[config.mk]
export PLATFORM = sky130hd
export DESIGN_NAME = pulse_pattern_capture
export DESIGN_NICKNAME = d
export VERILOG_FILES = /design/src/rtl/pulse_pattern_capture.sv
export SDC_FILE = /design/constraint.sdc
export NUM_CORES = 1
export LEC_CHECK = 0
export ABC_AREA = 0
export BUFFER_PORTS_ARGS = -buffer_cell sky130_fd_sc_hd__buf_2
export CAP_MARGIN = 5
export CORE_ASPECT_RATIO = 1.25
export CORE_MARGIN = 3
export CORE_UTILIZATION = 50
export CTS_CLUSTER_SIZE = 8
export DETAILED_ROUTE_END_ITERATION = 16
export GPL_TIMING_DRIVEN = 0
export PLACE_DENSITY = 0.66
export REMOVE_ABC_BUFFERS = 1
export SLEW_MARGIN = 20
export SYNTH_ARGS = -nofsm -noshare
export SYNTH_HDL_FRONTEND = slang
export SYNTH_SLANG_ARGS = --single-unit
[constraint.sdc]
create_clock -name CLK -period 3.55 [get_ports CLK]
set_input_delay 0.1775 -clock CLK [delete_from_list [all_inputs] [get_ports CLK]]
set_output_delay 0.1775 -clock CLK [all_outputs]
set_load 0.01 [all_outputs]
[src/rtl/pulse_pattern_capture.sv]
// Serial MSB-first deserialiser for the rotating pulse pattern stream.
// Presents each completed frame and asserts lock once a pattern repeats back-to-back.
module pulse_pattern_capture #(
    parameter int WIDTH      = 16,
    parameter int LOCK_COUNT = 3
) (
    input  logic             CLK,
    input  logic             reset,
    input  logic             start,
    input  logic             din,
    output logic [WIDTH-1:0] Q_word,
    output logic             word_valid,
    output logic             locked,
    output logic             mismatch
);

    localparam int CW = (WIDTH > 1) ? $clog2(WIDTH) : 1;
    localparam int MW = (LOCK_COUNT > 0) ? $clog2(LOCK_COUNT + 1) : 1;

    localparam logic [CW-1:0] LAST_BIT = CW'(WIDTH - 1);
    localparam logic [MW-1:0] LOCK_MAX = MW'(LOCK_COUNT);

    typedef enum logic {
        IDLE,
        SHIFT
    } state_t;

    state_t           state;
    logic [WIDTH-1:0] shreg;
    logic [WIDTH-1:0] ref_word;
    logic             ref_valid;
    logic [CW-1:0]    bit_cnt;
    logic [MW-1:0]    match_cnt;
    logic [WIDTH-1:0] next_word;

    assign next_word = {shreg[WIDTH-2:0], din};

    // NOTE: every register here is updated with <= so all of them see the
    // pre-edge values of each other, exactly like the flops they become.
    always_ff @(posedge CLK) begin
        if (reset) begin
            state      <= IDLE;
            shreg      <= '0;
            ref_word   <= '0;
            ref_valid  <= 1'b0;
            bit_cnt    <= '0;
            match_cnt  <= '0;
            Q_word     <= '0;
            word_valid <= 1'b0;
            locked     <= 1'b0;
            mismatch   <= 1'b0;
        end else begin
            word_valid <= 1'b0;
            mismatch   <= 1'b0;

            // start (re)aligns and drops any partial frame, even on a completion edge
            if (start) begin
                state     <= SHIFT;
                bit_cnt   <= '0;
                ref_valid <= 1'b0;
                match_cnt <= '0;
                locked    <= 1'b0;
            end else if (state == SHIFT) begin
                shreg <= next_word;
                if (bit_cnt == LAST_BIT) begin
                    bit_cnt    <= '0;
                    Q_word     <= next_word;
                    word_valid <= 1'b1;

                    if (!ref_valid) begin
                        ref_word  <= next_word;
                        ref_valid <= 1'b1;
                        match_cnt <= '0;
                    end else if (next_word == ref_word) begin
                        if (match_cnt < LOCK_MAX) begin
                            match_cnt <= match_cnt + 1'b1;
                            if (match_cnt + 1'b1 == LOCK_MAX)
                                locked <= 1'b1;
                        end
                    end else begin
                        mismatch  <= 1'b1;
                        locked    <= 1'b0;
                        match_cnt <= '0;
                        ref_word  <= next_word;
                    end
                end else begin
                    bit_cnt <= bit_cnt + 1'b1;
                end
            end
        end
    end

endmodule
==> reports/qor.csv <==
metric;value;unit
Die Height;81.4;um
most frequent cell after synthesis;nand2_1;
final estimated routing congestion in global placement;0.708;
HPWL Detailed;2620;um
Total Power;1.23;mW
vias in the first global route;1631;
Area contributors post-synth;dfxtp_1 51%, nand2_1 11%, a21oi_1 11%;
maxcap violations;0;
Net Sw Frac;21.3;%
P&R area growth vs syn;11.7;%
Seq/Total Area, Yosys;51.0;%
fin worst setup slack;1600;ps
leakage;1.03;nW
CP Data Arrival Time;2120;ps
detailed-route wire length;4140;um
internal reg-to-reg setup slack;1600;ps
number of synthesis warnings;0;
Worst-Margin Slew;977;ps
Critical Path RT;3720;ps
Starting Density;53.8;%
Worst VDD drop;271;uV
IO buf count;22;
first-pass GRT wire length;7070;um
largest net degree at the start of global routing;54;
Max Slew Vio Count;0;
vias per cell;5.10;
die area;5400;sq um
ant diodes;0;
RSZ-0062 raised after global routing;false;
PwrDens;484;nW/um^2
DRT antenna net count;0;
Synth area leader;dfxtp_1;
Reg clk slew, reported paths;60;ps
status;completed;
Synth async-reset ratio;0;%
Cell Rows;26;
clock net sink count;58;
core area;4230;sq um
NetSw;261;uW
Gate power share;2.2;%
antenna violations before repair;0;
startpoint types;flop;
share of the synthesized area in the top cell type;51.0;%
layout cell share with drive strength beyond 1;19.0;%
Clock Power Share;44.4;%
Yosys reg bits;58;
Non-Filler Instances;340;
TritonCTS Buffers;9;
fin area;2540;sq um
Mean Syn Cell Area;8.72;sq um
Iter 0 DRT Violations;59;
CTS tree;yes;
hold_ws;150;ps
# hold bufs at CTS;0;
final hold violations;0;
GRT Total Usage;17.4;%
Synth cell types;30;
worst hold path type;input port to flop;
maximum clock rate;512;MHz
# nets final;286;
CTS H-tree depth;3;
Post-synth EDFFs;0;
placed instance area;2360;sq um
Util after Layout;60.1;%
Worst Skew;6.55;ps
drt pass-1 iters;4;
P_int;968;uW
grt ovf;0;
Setup CP Type;flop to flop;
via count;1734;
Setup WS pre-CTS;1600;ps
Gates resized, CTS repair;0;
chip width;66.3;um
Cell Area, Synth;2280;sq um
Routed WL per cell;12.2;um
top_reg_cell synth;dfxtp_1;
placed cell count;324;
most frequent cells after synthesis;69 x nand2_1, 58 x dfxtp_1, 50 x a21oi_1;
Skew-Pair Late Insertion Delay;330;ps
CP endpoint kind;flop;
clk buf depth;2;
Final setup viols;0;
fin crit period;1950;ps
DRC errors left;0;
Root Driver;clkbuf_8;
Period Utilization, post-route;55.0;%
IO Count;23;
Cells after Synth;261;
highest net fanout along the worst path;32;
Setup TNS;0;ps
relative slew slack;34.8;%
total setup buffers inserted after CTS;0;
Seq pwr share;53.5;%
-- worst max-delay path: stages (launching register included) --
cell	delay (ps)
dfxtp_1	400
ha_1	280
nand4_4	210
or2_2	640
nand2_1	180
a21oi_1	80
-- flip-flops by register name, summed over array words and instances (netlist names) --
register / flops
Q_word: 16
ref_word: 16
locked: 1
mismatch: 1
match_cnt: 2
state: 1
shreg: 15
bit_cnt: 4
ref_valid: 1
word_valid: 1
-- placed cells by master (no fill, tap or decap), types with 3 or more instances in the layout --
cell type | synthesis | routed
nand2_2 | 14 | 14
a21oi_1 | 50 | 50
nand2_1 | 69 | 69
nor3_1 | 6 | 6
dfxtp_1 | 58 | 58
clkbuf_8 | 0 | 12
nor2_1 | 4 | 4
xor2_1 | 18 | 18
buf_2 | 3 | 22
nor4_1 | 4 | 4
ha_1 | 3 | 3
-- routing by layer --
layer,track usage (%),up-vias,share of wire (%)
met2,29.0,25,50
met5,0,-,0
met1,19.8,800,44
li1,-,897,-
met3,3.28,12,3.0
met4,12.2,0,3.3
-- power groups by stage --
stage,registers (mW),logic (mW),clock network [mW]
2_1_floorplan,0.670,0.0108,0
3_3_place_gp,0.671,0.0270,0
3_5_place_dp,0.671,0.0271,0
6_report,0.657,0.0268,0.545
4_1_cts,0.657,0.0273,0.558
5_1_grt,0.657,0.0302,0.590
-- area by class of cell --
cell class / count / area, sq um
clock inverter: 2 / 10.0
clock buffer: 14 / 173
inverter: 1 / 3.75
timing repair buffer: 22 / 110
multi-input combinational: 187 / 1010
fill: 399 / 1690
tap: 56 / 70.1
sequential: 58 / 1160
-- kinds of logic (layout without fill, tap and decap cells) --
| group | count (synthesis) | count (layout) | synth area share, % |
|---|---|---|---|
| buf+inv | 16 | 39 | 4.45 |
| mux | 1 | 1 | 0.440 |
| compound gates | 57 | 57 | 13.1 |
| xor+xnor | 18 | 18 | 6.93 |
| fa+ha+maj | 3 | 3 | 1.65 |
| flops | 58 | 58 | 51.0 |
| simple gates | 108 | 108 | 22.4 |
-- final timing paths --
path	start	end	cells past startpoint
hold / removal	din	shreg[0]	3
setup / recovery	bit_cnt[0]	ref_word[6]	5
hold reg to reg	Q_word[14]	Q_word[14]	2
setup reg to reg	bit_cnt[0]	ref_word[6]	5
(Power assumes the default switching activity.)
